### src/rtl/fifo_pkg.sv
// rtl/fifo_pkg.sv - shared sizing helpers and default levels for multi_channel_fifo
// Purpose: count-width, default almost-full/almost-empty levels, channel slice offset.
package fifo_pkg;

  localparam int DEFAULT_DEPTH    = 16;
  localparam int DEFAULT_AE_LEVEL = 2;

  // Occupancy runs 0..DEPTH inclusive, so one bit more than the pointer.
  function automatic int count_width(input int depth);
    return $clog2(depth) + 1;
  endfunction

  function automatic int default_af_level(input int depth);
    return depth - 2;
  endfunction

  // Low bit of channel ch in a bus packed as {ch[N-1], ..., ch[0]}.
  function automatic int ch_lo(input int ch, input int width);
    return ch * width;
  endfunction

endpackage

### src/rtl/fifo_channel.sv
// rtl/fifo_channel.sv - one synchronous FIFO channel with flags, sticky errors and FWFT/registered read
// Ports: clk, reset (sync, active-high); wr_en/wr_data push; rd_en pop;
//        rd_data/rd_valid read path; count occupancy; empty/full/almost_* flags;
//        overflow/underflow sticky errors.
module fifo_channel
  import fifo_pkg::*;
#(
  parameter int DATA_WIDTH = 8,
  parameter int DEPTH      = DEFAULT_DEPTH,
  parameter int FWFT       = 0,
  parameter int AF_LEVEL   = default_af_level(DEPTH),
  parameter int AE_LEVEL   = DEFAULT_AE_LEVEL
) (
  input  logic                          clk,
  input  logic                          reset,
  input  logic                          wr_en,
  input  logic [DATA_WIDTH-1:0]         wr_data,
  input  logic                          rd_en,
  output logic [DATA_WIDTH-1:0]         rd_data,
  output logic                          rd_valid,
  output logic [count_width(DEPTH)-1:0] count,
  output logic                          empty,
  output logic                          full,
  output logic                          almost_empty,
  output logic                          almost_full,
  output logic                          overflow,
  output logic                          underflow
);

  localparam int AW = $clog2(DEPTH);
  localparam int CW = count_width(DEPTH);
  localparam logic [CW-1:0] DEPTH_C = CW'(DEPTH);
  localparam logic [CW-1:0] AF_C    = CW'(AF_LEVEL);
  localparam logic [CW-1:0] AE_C    = CW'(AE_LEVEL);

  logic [DATA_WIDTH-1:0] mem [DEPTH];
  logic [AW-1:0]         wr_ptr;
  logic [AW-1:0]         rd_ptr;
  logic [CW-1:0]         cnt;
  logic                  pop_ok;
  logic                  push_ok;

  // A full channel still takes a push when a pop frees the head slot in the
  // same cycle. An empty channel never bypasses: the pop is simply rejected.
  assign pop_ok  = rd_en && (cnt != '0);
  assign push_ok = wr_en && ((cnt != DEPTH_C) || pop_ok);

  always_ff @(posedge clk) begin
    if (reset) begin
      wr_ptr    <= '0;
      rd_ptr    <= '0;
      cnt       <= '0;
      overflow  <= 1'b0;
      underflow <= 1'b0;
    end else begin
      if (push_ok) wr_ptr <= wr_ptr + AW'(1);
      if (pop_ok)  rd_ptr <= rd_ptr + AW'(1);
      case ({push_ok, pop_ok})
        2'b10:   cnt <= cnt + CW'(1);
        2'b01:   cnt <= cnt - CW'(1);
        default: cnt <= cnt;
      endcase
      if (wr_en && !push_ok)     overflow  <= 1'b1;
      if (rd_en && (cnt == '0))  underflow <= 1'b1;
    end
  end

  // Storage is deliberately not cleared by reset.
  always_ff @(posedge clk) begin
    if (!reset && push_ok) mem[wr_ptr] <= wr_data;
  end

  assign count        = cnt;
  assign empty        = (cnt == '0);
  assign full         = (cnt == DEPTH_C);
  assign almost_full  = (cnt >= AF_C);
  assign almost_empty = (cnt <= AE_C);

  generate
    if (FWFT != 0) begin : g_fwft
      assign rd_data  = mem[rd_ptr];
      assign rd_valid = !empty;
    end else begin : g_reg
      logic [DATA_WIDTH-1:0] rd_q;
      logic                  rv_q;
      // On write-through at full, wr_ptr == rd_ptr; the non-blocking read
      // returns the old head before the new word lands.
      always_ff @(posedge clk) begin
        if (reset) begin
          rd_q <= '0;
          rv_q <= 1'b0;
        end else begin
          rv_q <= pop_ok;
          if (pop_ok) rd_q <= mem[rd_ptr];
        end
      end
      assign rd_data  = rd_q;
      assign rd_valid = rv_q;
    end
  endgenerate

endmodule

### src/rtl/multi_channel_fifo.sv
// rtl/multi_channel_fifo.sv - NUM_CH independent FIFO channels sharing clock and reset
// Ports: clk, reset (sync, active-high); per-channel wr_en/rd_en bits; wr_data,
//        rd_data and count packed with channel c at [c*W +: W]; per-channel
//        status and sticky error bits.
module multi_channel_fifo
  import fifo_pkg::*;
#(
  parameter int DATA_WIDTH = 8,
  parameter int DEPTH      = DEFAULT_DEPTH,
  parameter int NUM_CH     = 4,
  parameter int FWFT       = 0,
  parameter int AF_LEVEL   = default_af_level(DEPTH),
  parameter int AE_LEVEL   = DEFAULT_AE_LEVEL
) (
  input  logic                                 clk,
  input  logic                                 reset,
  input  logic [NUM_CH-1:0]                    wr_en,
  input  logic [NUM_CH*DATA_WIDTH-1:0]         wr_data,
  input  logic [NUM_CH-1:0]                    rd_en,
  output logic [NUM_CH*DATA_WIDTH-1:0]         rd_data,
  output logic [NUM_CH-1:0]                    rd_valid,
  output logic [NUM_CH*count_width(DEPTH)-1:0] count,
  output logic [NUM_CH-1:0]                    empty,
  output logic [NUM_CH-1:0]                    full,
  output logic [NUM_CH-1:0]                    almost_empty,
  output logic [NUM_CH-1:0]                    almost_full,
  output logic [NUM_CH-1:0]                    overflow,
  output logic [NUM_CH-1:0]                    underflow
);

  localparam int CW = count_width(DEPTH);

  generate
    for (genvar c = 0; c < NUM_CH; c++) begin : g_ch
      fifo_channel #(
        .DATA_WIDTH (DATA_WIDTH),
        .DEPTH      (DEPTH),
        .FWFT       (FWFT),
        .AF_LEVEL   (AF_LEVEL),
        .AE_LEVEL   (AE_LEVEL)
      ) u_ch (
        .clk          (clk),
        .reset        (reset),
        .wr_en        (wr_en[c]),
        .wr_data      (wr_data[ch_lo(c, DATA_WIDTH) +: DATA_WIDTH]),
        .rd_en        (rd_en[c]),
        .rd_data      (rd_data[ch_lo(c, DATA_WIDTH) +: DATA_WIDTH]),
        .rd_valid     (rd_valid[c]),
        .count        (count[ch_lo(c, CW) +: CW]),
        .empty        (empty[c]),
        .full         (full[c]),
        .almost_empty (almost_empty[c]),
        .almost_full  (almost_full[c]),
        .overflow     (overflow[c]),
        .underflow    (underflow[c])
      );
    end
  endgenerate

endmodule

### config.mk
export PLATFORM = sky130hd
export DESIGN_NAME = multi_channel_fifo
export DESIGN_NICKNAME = d
export VERILOG_FILES = /design/src/rtl/fifo_pkg.sv /design/src/rtl/fifo_channel.sv /design/src/rtl/multi_channel_fifo.sv
export SDC_FILE = /design/constraint.sdc
export NUM_CORES = 1
export LEC_CHECK = 0
export BUFFER_PORTS_ARGS = -buffer_cell sky130_fd_sc_hd__buf_2
export CELL_PAD_IN_SITES_DETAIL_PLACEMENT = 1
export CELL_PAD_IN_SITES_GLOBAL_PLACEMENT = 1
export CORE_MARGIN = 10
export CORE_UTILIZATION = 30
export DETAILED_ROUTE_END_ITERATION = 8
export GPL_ROUTABILITY_DRIVEN = 0
export PLACE_DENSITY_LB_ADDON = 0.1
export SYNTH_ARGS = -nofsm -noshare
export SYNTH_HDL_FRONTEND = slang
export SYNTH_HIERARCHICAL = 1
export SYNTH_SLANG_ARGS = --single-unit
### constraint.sdc
create_clock -name clk -period 3.9 [get_ports clk]
set_input_delay 0.39 -clock clk [delete_from_list [all_inputs] [get_ports clk]]
set_output_delay 0.39 -clock clk [all_outputs]
set_load 0.02 [all_outputs]
==> impl_metrics.py <==
metrics = {
    "setup_path": {
        "worstSetupStartpoint": "g_ch[0].u_ch/count[0]",
        "crit_family": "compound AO/OA/AOI/OAI gates",
        "worstPathMaxFanout": 9,
        "crit_type": "flip-flop to flip-flop",
        "required_ps": 4460,
        "slowest_stage": "or4_1",
        "cp-end-kind": "flip-flop",
        "critical_path.startpoint_type": "flip-flop",
        "crit_chain": "or4_1 -> o211ai_2 -> inv_1 -> fa_1 -> a21o_1 -> a21o_1 -> o311a_1 -> nand3_1",
        "path_buf_inv": 1,
        "slowest_delay_ps": 790,
        "crit-reg2reg-launch": "g_ch[0].u_ch/count[0]",
        "arrival_ps": 3620,
        "crit_path_frequent_cell": "a21o_1",
    },
    "synthesis": {
        "synth-seq-cells": 608,
        "synth-edff-count": 512,
        "synth_cell_types": 64,
        "synthTopCellsByCount": "edfxtp_1, nor2_1, mux2i_1",
        "yosysWarnings": 6,
        "syn-num-nets": 1565,
        "yosysTopAreaCell": "edfxtp_1",
        "avgSynthCellArea_um2": 16.6,
        "synth_top_cell_area_share_pct": 62.2,
        "synth_area_mm2": 0.0247,
        "synth_most_common_cell": "edfxtp_1",
        "ys_top_cells_by_area": "edfxtp_1, dfxtp_1, mux4_2",
        "synth_ff_type": "edfxtp_1",
        "async_reset_ff_share_pct": 0,
        "yosysSeqAreaShare_pct": 70.0,
        "synthCells": 1487,
    },
    "sta": {
        "finalHoldViolCount": 0,
        "finalCritPeriodShare_pct": 78.6,
        "grt_setup_unrepaired": "no",
        "slew_violations": 0,
        "max_slew_margin_pct": 32.0,
        "post-route-min-period_ps": 3070,
        "fmax_mhz": 326,
        "finalSetupViolCount": 0,
        "fin_worst_skew_ps": 25.8,
        "fin_tns_setup_ps": 0,
        "tightest_slew_ps": 1020,
    },
    "worst_hold_path": {
        "min-delay-start": "wr_en[0]",
        "hold_path_class": "input pin to flip-flop",
    },
    "die": {
        "initial_core_util_pct": 30.2,
        "die_x_um": 307,
        "die_area_mm2": 0.0943,
        "dieHeight_um": 307,
        "io_pins": 122,
        "coreArea_mm2": 0.0818,
        "rows": 105,
    },
    "clock_network": {
        "postCtsSetupBuffers": 0,
        "cts_tree": "built",
        "cts_buffers": 72,
        "h-tree-depth": 3,
        "clkSinkCount": 608,
        "cts.hold.buffers_added": 0,
        "root_buffer": "clkbuf_16",
        "clk_latency_ps": 610,
        "ctsResizeCount": 0,
        "cts_buffer_depth": 3,
        "clk_pin_slew_ps": 60,
    },
    "cells_and_area": {
        "post_route_cells_drive_above_1_share_pct": 21.7,
        "area_delta_synth_final_pct": 16.1,
        "regArea_mm2": 0.0173,
        "n_fill_cell": 8269,
        "multi_input_area_mm2": 0.00690,
        "antenna_cells": 0,
        "nNetsFinal": 1708,
        "final_core_util_pct": 35.1,
    },
    "run_status": {
        "status": "complete, no violations",
    },
    "power_and_ir_drop": {
        "totalPowerFinal_mw": 18.2,
        "peakVddDrop_uv": 376,
        "powerDensity_mw_per_mm2": 634,
        "power_leakage_nw": 9.33,
    },
    "route": {
        "drt-pass1-iter-count": 4,
        "route.vias.total": 13400,
        "drc": 0,
        "via_per_inst": 4.86,
        "wl_per_cell_um": 22.7,
        "drt_first_iter_violations": 691,
        "antenna_left": 0,
        "wirelength_um": 62800,
    },
    "grt": {
        "grt_usage_pct": 13.3,
        "grt_pass1_vias": 14700,
        "grt_pass1_wl_um": 94800,
        "antenna_found_initial": 0,
        "grt.overflow.total": 0,
        "grt_max_degree": 62,
    },
    "placed_design": {
        "port_buffers": 121,
        "hpwl_um": 40700,
    },
    "flow_run": {
        "max_cap_violations": 0,
    },
}
worst register-to-register path: stages, from the launching register on:
cell      delay (ps)
dfxtp_1          400
or4_1            790
o211ai_2         390
inv_1            170
fa_1             430
a21o_1           200
a21o_1           220
o311a_1          340
nand3_1           80
final timing paths:
path | to | slack [ps] | depth (start not counted)
max | g_ch[0].u_ch/count[4] | 830 | 8
min | g_ch[0].u_ch/overflow | 180 | 3
max reg2reg | g_ch[0].u_ch/count[4] | 830 | 8
min reg2reg | g_ch[2].u_ch/underflow | 470 | 2
layout by cell type (no fill, tap or decap), types with 7 or more instances in the layout:
cell type    n
a211oi_1     7
a21o_1       7
a21oi_1     17
a22o_1      21
a31oi_1      9
buf_2      120
buf_4       24
clkbuf_1    21
clkbuf_16   74
clkinv_1    17
clkinv_2    10
dfxtp_1     92
edfxtp_1   512
ha_1        32
inv_1       26
mux2_4       7
mux2i_1    126
mux4_2      80
nand2_1     36
nand2b_1    17
nand3_1     23
nand4_1      8
nor2_1     147
nor2b_1     17
nor3_1      26
nor4_1      29
o221ai_1     8
o22ai_1     48
or3_1       11
xnor2_1     12
xor2_1       7
power breakdown:
group          total (mW)  switching (mW)  internal [mW]
combinational        4.04            2.47           1.57
sequential           7.83           0.409           7.42
clock                6.34            2.66           3.68
flip-flops by register name, summed over array words and instances (netlist names):
name	cells
g_ch.u_ch/overflow	4
g_ch.u_ch/wr_ptr	16
g_ch.u_ch/mem	512
g_ch.u_ch/rd_valid	4
g_ch.u_ch/count	20
g_ch.u_ch/rd_ptr	16
g_ch.u_ch/rd_data	32
g_ch.u_ch/underflow	4
final cells by class:
class                           instances  share of cell area (%)
Clock buffer                           97                    6.83
Clock inverter                         36                   0.933
Inverter                               27                   0.353
Multi-Input combinational cell        775                    24.1
Sequential cell                       608                    60.3
Tap cell                             1070                    4.67
Timing Repair Buffer                  146                    2.86
metal layers:
metal  vias up  global-route usage [%]  routed length (µm)
met5         -                       0                   0
met4         0                    3.96                1250
met3        80                    2.22                2200
met2       184                    22.6               30900
met1      7018                    17.1               28400
li1       6140                       -                   -
per-stage QoR:
step | setup slack [ps] | area (µm²) | cells | hold WS [ps]
CTS | 864 | 28700 | 2759 | 129
global placement | 941 | 26500 | 2626 | 453
detailed placement | 873 | 26500 | 2626 | 467
global route | 647 | 28700 | 2759 | 176
floorplan | 1040 | 24700 | 1487 | 478
finish | 835 | 28700 | 2759 | 177
kinds of logic after synthesis:
| logic type | Yosys count | synth area share (%) |
|---|---|---|
| AOI/OAI and AO/OA | 162 | 5.26 |
| muxes | 223 | 13.5 |
| xor gates and xnor gates | 19 | 0.673 |
| adders and majority gates | 36 | 1.94 |
| buffers and inverters | 104 | 2.09 |
| and+or+nand+nor | 335 | 6.55 |
| DFF | 608 | 70.0 |
Note: power is estimated with default switching activity, not from simulation.
